### config.mk
export PLATFORM = sky130hd
export DESIGN_NAME = multireceive
export DESIGN_NICKNAME = d
export VERILOG_FILES = /design/src/rtl/multireceive.sv
export SDC_FILE = /design/constraint.sdc
export NUM_CORES = 1
export LEC_CHECK = 0
export BUFFER_PORTS_ARGS = -buffer_cell sky130_fd_sc_hd__buf_2
export CAP_MARGIN = 20
export CORE_MARGIN = 2
export CORE_UTILIZATION = 50
export CTS_CLUSTER_DIAMETER = 150
export DETAILED_ROUTE_END_ITERATION = 16
export PLACE_DENSITY = 0.74
export SYNTH_ARGS = -nofsm -noshare
export SYNTH_HDL_FRONTEND = slang
export SYNTH_SLANG_ARGS = --single-unit
export TNS_END_PERCENT = 30
### constraint.sdc
create_clock -name hwclk -period 2.5 [get_ports hwclk]
set_input_delay 0.375 -clock hwclk [delete_from_list [all_inputs] [get_ports hwclk]]
set_output_delay 0.375 -clock hwclk [all_outputs]
set_load 0.05 [all_outputs]
### src/rtl/multireceive.sv
// Receiving end of the keylock digit link: synchronises the three data wires and
// the strobe, filters short strobes, and packs DIGITS 3-bit digits into a code word.
module multireceive #(
  parameter int DIGITS       = 6,
  parameter int SAMPLE_DELAY = 600000,
  parameter int TIMEOUT      = 6000000
) (
  input  logic                  hwclk,
  input  logic                  rst_n,
  input  logic                  in0,
  input  logic                  in1,
  input  logic                  in2,
  input  logic                  controlIn,
  output logic [3*DIGITS-1:0]   code,
  output logic                  valid,
  output logic                  err,
  output logic                  busy,
  output logic [2:0]            count
);

  localparam int MAXC = (SAMPLE_DELAY > TIMEOUT) ? SAMPLE_DELAY : TIMEOUT;
  localparam int CW   = $clog2(MAXC + 1);
  localparam logic [CW-1:0] HOLD_LAST = CW'(SAMPLE_DELAY - 1);
  localparam logic [CW-1:0] WAIT_LAST = CW'(TIMEOUT - 1);
  localparam logic [CW-1:0] CNT_MAX   = {CW{1'b1}};

  typedef enum logic [1:0] {
    IDLE    = 2'd0,
    HIGH    = 2'd1,
    RELEASE = 2'd2,
    GAP     = 2'd3
  } state_t;

  state_t                state_r;
  logic [3:0]            sync1_r;
  logic [3:0]            sync2_r;
  logic [CW-1:0]         hold_r;
  logic [CW-1:0]         wait_r;
  logic [3*DIGITS-1:0]   shreg_r;
  logic                  ctl_s;
  logic [2:0]            data_s;
  logic                  hold_done_s;
  logic                  timeout_s;
  logic                  last_s;

  function automatic logic [CW-1:0] sat_inc(input logic [CW-1:0] v);
    return (v == CNT_MAX) ? v : v + CW'(1);
  endfunction

  assign ctl_s       = sync2_r[3];
  assign data_s      = sync2_r[2:0];
  assign hold_done_s = (hold_r >= HOLD_LAST);
  assign timeout_s   = (wait_r >= WAIT_LAST);
  assign last_s      = (count == 3'(DIGITS));

  // Two-flop synchronisers for the asynchronous link wires
  always_ff @(posedge hwclk or negedge rst_n) begin
    if (!rst_n) begin
      sync1_r <= 4'd0;
      sync2_r <= 4'd0;
    end else begin
      sync1_r <= {controlIn, in2, in1, in0};
      sync2_r <= sync1_r;
    end
  end

  // Frame reassembly FSM with strobe filter and inter-digit timeout
  always_ff @(posedge hwclk or negedge rst_n) begin
    if (!rst_n) begin
      state_r <= IDLE;
      hold_r  <= '0;
      wait_r  <= '0;
      shreg_r <= '0;
      code    <= '0;
      valid   <= 1'b0;
      err     <= 1'b0;
      busy    <= 1'b0;
      count   <= 3'd0;
    end else begin
      valid <= 1'b0;
      err   <= 1'b0;
      case (state_r)
        IDLE: begin
          hold_r <= '0;
          wait_r <= '0;
          if (ctl_s) begin
            shreg_r <= '0;
            state_r <= HIGH;
          end else begin
            state_r <= IDLE;
          end
        end
        HIGH: begin
          if (!ctl_s) begin
            // strobe too short: drop it and go back to where the high began
            hold_r  <= '0;
            wait_r  <= '0;
            state_r <= busy ? GAP : IDLE;
          end else if (hold_done_s) begin
            for (int k = 0; k < DIGITS; k++) begin
              if (count == 3'(k)) shreg_r[3*k +: 3] <= data_s;
            end
            count   <= count + 3'd1;
            busy    <= 1'b1;
            hold_r  <= '0;
            wait_r  <= '0;
            state_r <= RELEASE;
          end else if (busy && timeout_s) begin
            err     <= 1'b1;
            count   <= 3'd0;
            busy    <= 1'b0;
            hold_r  <= '0;
            wait_r  <= '0;
            state_r <= IDLE;
          end else begin
            hold_r <= sat_inc(hold_r);
            wait_r <= busy ? sat_inc(wait_r) : '0;
          end
        end
        RELEASE: begin
          if (!ctl_s) begin
            wait_r <= '0;
            if (last_s) begin
              code    <= shreg_r;
              valid   <= 1'b1;
              count   <= 3'd0;
              busy    <= 1'b0;
              state_r <= IDLE;
            end else begin
              state_r <= GAP;
            end
          end else if (timeout_s) begin
            err     <= 1'b1;
            count   <= 3'd0;
            busy    <= 1'b0;
            wait_r  <= '0;
            state_r <= IDLE;
          end else begin
            wait_r <= sat_inc(wait_r);
          end
        end
        GAP: begin
          if (ctl_s) begin
            hold_r  <= '0;
            wait_r  <= '0;
            state_r <= HIGH;
          end else if (timeout_s) begin
            err     <= 1'b1;
            count   <= 3'd0;
            busy    <= 1'b0;
            wait_r  <= '0;
            state_r <= IDLE;
          end else begin
            wait_r <= sat_inc(wait_r);
          end
        end
        default: begin
          state_r <= IDLE;
        end
      endcase
    end
  end

endmodule
Word level (Yosys, flattened, before mapping)
Cells that the tools add are included.
W data, S select, Z words.
{ "word_totals": {"regBits": 98, "in_bits": 6, "output_inout_bits": 24, "wordCells": 124} }
{ "classes": {"add_sub_neg": 3, "n_lt_le_gt_ge": 2, "n_eq_ne": 26, "n_mux": 61, "n_bitwise": 1, "reduce_logical": 15} }
{ "ops": {"columns": ["op", "count"], "rows": [
  ["$mux W23", 13],
  ["$pmux W23 S4", 1],
  ["$pmux W23 S3", 1],
  ["$mux W18", 3],
  ["$add A23 B1 Y23 const B", 2],
  ["$eq A23 B23 Y1 const B", 2],
  ["$mux W3", 13],
  ["$pmux W18 S2", 1],
  ["$reduce_and A5 Y1", 7],
  ["$ge A23 B20 Y1 const B", 1],
  ["$ge A23 B23 Y1 const B", 1],
  ["$ne A2 B2 Y1 const B", 11],
  ["$mux W1", 17],
  ["$mux W2", 8],
  ["$eq A3 B3 Y1 const B", 3],
  ["$pmux W3 S3", 1],
  ["$pmux W2 S4", 1],
  ["$eq A3 B2 Y1 const B", 2],
  ["$ne A3 B3 Y1 const B", 2],
  ["$pmux W1 S3", 2],
  ["$reduce_and A3 Y1", 2],
  ["$reduce_bool A3 Y1", 2],
  ["$ne A5 B5 Y1 const B", 1],
  ["$eq A2 B2 Y1 const B", 2],
  ["other kinds (9)", 9]
]} }

Logic depth before layout (Yosys ltp)
{ "logic_depth": {"word_depth": 7, "ltp_mapped": 11, "mapped_depth_nobuf": 8} }

Worst setup path after synthesis
OpenSTA, ideal clock, no wires.
{ "synth_timing": {"path_type": "reg2reg", "from": "reg state_r[1]", "to": "reg hold_r[11]", "setup_time_ns": 0.064, "arrival_ns": 2.138, "required_time_ns": 2.436, "slack_ns": 0.298, "path_stages_with_launch": 12, "n_path_buf": 3, "synth_period_minus_slack_ns": 2.202, "cell_sequence": "dfrtp_1 -> inv_1 -> ha_1 -> buf_2 -> nand2_1 -> nor4_1 -> nand2b_1 -> or3_1 -> buf_2 -> buf_2 -> nor4_1 -> a21o_1"} }
{ "synth_between": {"elab_chain_cells": 3, "word_cells_on_any_way": 8, "cone_classes": "4 x eq/ne; 1 x mux; 3 x reduce/logical"} }
{ "synth_rtl": {"columns": ["item", "line", "source"], "rows": [
  ["start, declared", "34", "state_t state_r;"],
  ["start signal, assigned", "98", "state_r <= busy ? GAP : IDLE;"],
  ["$eq A2 B1 Y1 (tied with other cells)", "82", "case (state_r)"],
  ["$ne A5 B5 Y1 (no source line) (tied with other cells)", null, null],
  ["$reduce_and A3 Y1 (no source line)", null, null],
  ["end signal, assigned", "116", "hold_r <= sat_inc(hold_r);"],
  ["end, declared", "37", "logic [CW-1:0] hold_r;"]
]} }
Several ways; a longest one is shown, not always the timed one.
A chain may end at the register's enable or synchronous reset.

Final worst setup path
{ "layout_timing": {"from": "reg wait_r[0]", "to": "reg state_r[0]"} }
{ "layout_between": {"elab_chain_cells": 4, "word_cells_on_any_way": 7, "cone_classes": "1 x order compare; 1 x eq/ne; 4 x mux; 1 x reduce/logical"} }
{ "layout_rtl": {"columns": ["item", "line", "source"], "rows": [
  ["start, declared", "38", "logic [CW-1:0] wait_r;"],
  ["start signal, assigned", "117", "wait_r <= busy ? sat_inc(wait_r) : '0;"],
  ["start signal, assigned", "139", "wait_r <= sat_inc(wait_r);"],
  ["start signal, assigned", "154", "wait_r <= sat_inc(wait_r);"],
  ["$ge A23 B23 Y1 (*)", "53", "assign timeout_s = (wait_r >= WAIT_LAST);"],
  ["$mux W2", null, null],
  ["$mux W2, on equally long branches", null, null],
  ["$pmux W2 S4", null, null]
]} }
Mark *: on every way between the ends. The rest lies on a longest branch, timed or not.

==> results by group <==
Power and ir drop
  • Worst vdd ir: ~0.22 mV
  • Total power: 2.82 mW
  • Pleak: approximately 2.6 nW
  • Power per cell area: around 500 nW/um2

Finish
  • Cell Count, Final, Fillers Out: about 710
  • # fillers: 851
  • # diodes: 0
  • Post-layout util: 0.572
  • Share of layout cells above drive strength 1: 0.134
  • Synthesis-to-finish area growth: 12.7%
  • Nets: roughly 590

CTS
  • # Post-CTS Setup Buffers: 0
  • H-Tree Depth: 3
  • Clock latency on the worst-skew pair: between 0.3 and 0.4 ns
  • TritonCTS clock tree: yes
  • CTS root buf: clkbuf_8
  • Clock Sinks: 98
  • Clock-pin slew on the worst setup and hold paths: 0.09 ns
  • CTS max path bufs: 2
  • TritonCTS buffer count: 9

Worst setup path
  • Arrival @ worst endpoint: 2.60 ns
  • Max incr delay on CP: 0.51 ns
  • CP Launch Type: register
  • Worst Path Max Fanout: 13
  • Worst r2r src: wait_r[0]
  • Buf/Inv on CP: 0
  • Slowest cell on crit path: or4b_1
  • Crit path from: wait_r[0]
  • Worst EP required: approximately 2.8 ns
  • Crit. End Element: register
  • Cell family with most CP delay: simple AND/OR/NAND/NOR gates
  • Worst-path cell chain: ha_1 -> a21oi_1 -> or4b_1 -> o22ai_1 -> or3_1 -> o21ai_0 -> a31o_2
  • Critical path class: register to register

Global routing
  • First-pass GRT wire length: 17400 um
  • Global-route usage over all layers: 0.208
  • Vias in the first global route: 3800
  • Global route overflow: 0
  • Largest net degree at the start of global routing: 52
  • Initial antenna violation count: 0

Timing
  • Hold Violations, Final: 0
  • Least-Margin Pin Slew: 0.557 ns
  • Max-slew headroom: 0.625
  • Final setup vio count: 0
  • Fin crit share: 0.943
  • Fin crit period: around 2.4 ns
  • Setup TNS Final: 0 ns
  • Final setup skew: between 0.01 and 0.015 ns
  • RSZ-0062 raised after global routing: true
  • FMAX: 424 MHz
  • Min Hold Slack: 0.117 ns
  • Fin. max-slew vios: 0

Die
  • Boundary pin count: 30
  • Die Area: 10500 um2
  • # rows: 36
  • Die height: 103 um
  • Core Region: 9590 um2
  • Starting density of the core: 0.508
  • Die X: 103 um

Routing
  • DR iter-0 viols: 195
  • WL per Instance: 14.2 um
  • Routed wire length: about 10000 um
  • Remaining antenna violation count after routing: 0
  • Post-DR vias/cell: approximately 5.6
  • # DRC: 0
  • Vias: 3935
  • DR pass1 iterations: 4

Yosys
  • Register area share after synthesis: 0.504
  • Post-synthesis xor/xnor area fraction: 0.0360
  • Asr flop ratio synth: 1.00
  • Synthesized Nets: roughly 540
  • Simple-gate portion of the synthesized area: 0.242
  • Largest family of logic cells by synthesized area: simple AND/OR/NAND/NOR gates
  • Mean Syn Cell Area: roughly 9.3 um2
  • Post-synth top cells: nand2_1 (99), dfrtp_1 (98), nor2_1 (48), o21ai_0 (33), nand3_1 (25)
  • Adder-Cell Fraction of Synth Area: 0.0308
  • Synth Register Bits: ~100
  • Synth area leaders: dfrtp_1 (50%), nand2_1 (7.6%), nor2_1 (3.7%)
  • EDFF count, synth: 0
  • Netlist cell types: 56
  • Yosys top cell area share: 0.504
  • YS warnings: 0
  • Mux cell area share after synthesis: 0.00411
  • Post-synthesis compound-gate area fraction: 0.152
  • Ys flop type: dfrtp_1
  • Area leader, netlist: dfrtp_1
  • Top-count cell post-synth: nand2_1
  • Synthesized area: 4870 um2
  • Post-synthesis cell count: between 500 and 600

Placed design
  • Cells after DPL: 692
  • Port Buf Inserts: 29
  • DPL Wire Length: 7260 um
  • Routability cong.: 0.872

Min path
  • Min-Delay Path Class: input pin to register
  • HP Start: in2

Outcome
  • Status: finished clean

Run
  • Max Cap Viol: 0
[sequential cells by signal (all words and copies together) (netlist names)]
signal / count
hold_r: 23
wait_r: 23
code: 18
shreg_r: 18
sync1_r: 4
sync2_r: 4
count: 3
state_r: 2
busy: 1
err: 1
valid: 1
[final cells by class]
cell class                      count  area [um2]  area share
Tap cell                          133         166      0.0303
Clock inverter                      6        66.3      0.0121
Clock buffer                        9         124      0.0226
Timing Repair Buffer               52         348      0.0634
Multi-Input combinational cell    392        2270       0.413
Inverter                           18        67.6      0.0123
Sequential cell                    98        2450       0.447
[cells by family after synthesis]
group                    Yosys count
buffers and inverters             35
XOR/XNOR                          20
adder cells (fa/ha/maj)           12
flip-flops                        98
multiplexers                       2
AO/OA/AOI/OAI                    115
AND/OR/NAND/NOR                  243
[metal layers]
metal / routed length, um / track usage / share of wire / vias to the layer above
met5: 0 / 0 / 0 / -
met1: 4630 / 0.267 / 0.46 / 1881
li1: - / - / - / 1945
met4: 252 / 0.0882 / 0.025 / 0
met2: 4800 / 0.349 / 0.48 / 82
met3: 366 / 0.0366 / 0.036 / 27
[timing repair]
item,CTS,global route
hold buffers,1,0
resized for setup,0,1
hold endpoints to repair,25,0
setup endpoints to repair,0,3
[worst reg2reg max path, cell delays in order, from the launching register on]
cell     delay [ns]
dfrtp_1        0.43
ha_1           0.24
a21oi_1        0.08
or4b_1         0.51
o22ai_1        0.18
or3_1          0.39
o21ai_0        0.15
a31o_2         0.27
[metrics by stage]
stage                     area [um2]  setup slack (ns)
final                           5490             0.143
after global routing            5490           -0.0148
after CTS                       5490             0.132
after detailed placement        5290             0.161
after global placement          5290             0.251
after floorplan                 4870             0.298
[final timing paths]
path,end,slack (ns),depth (start not counted)
max reg2reg,state_r[0],0.14,7
min in group asynchronous,sync2_r[2],0.46,2
max,state_r[0],0.14,7
min reg2reg,sync2_r[2],0.36,0
min,sync1_r[2],0.12,1
max in group asynchronous,hold_r[8],1.41,3
[power by group]
| part | switching (mW) | leakage (nW) | total [mW] | internal (mW) |
|---|---|---|---|---|
| combinational | 0.141 | 1.12 | 0.212 | 0.0709 |
| clock | 0.535 | 0.0998 | 0.998 | 0.463 |
| sequential | 0.0149 | 1.35 | 1.61 | 1.60 |
| total | 0.691 | 2.57 | 2.82 | 2.13 |
[placed cells by master (no fill, tap or decap), types with 4 or more instances in the layout]
master,Yosys,final
nor3_1,11,11
a21oi_1,20,20
a22oi_1,15,15
and4_1,6,6
xnor2_1,5,5
dfrtp_1,98,98
a31oi_1,6,6
o21ai_0,33,33
inv_1,17,17
o31ai_1,4,4
nor4_1,8,8
a21o_1,8,8
nand2_1,99,99
or3_1,5,5
buf_4,0,21
xor2_1,15,15
nand3_1,25,25
nand4_1,9,9
o21ai_1,4,4
buf_2,5,28
clkbuf_8,0,9
nand2b_1,4,4
ha_1,12,12
nor2_1,48,47
and3_1,11,11
o22ai_1,5,5
a22o_1,8,8
Power figures use the tool's default switching activity.
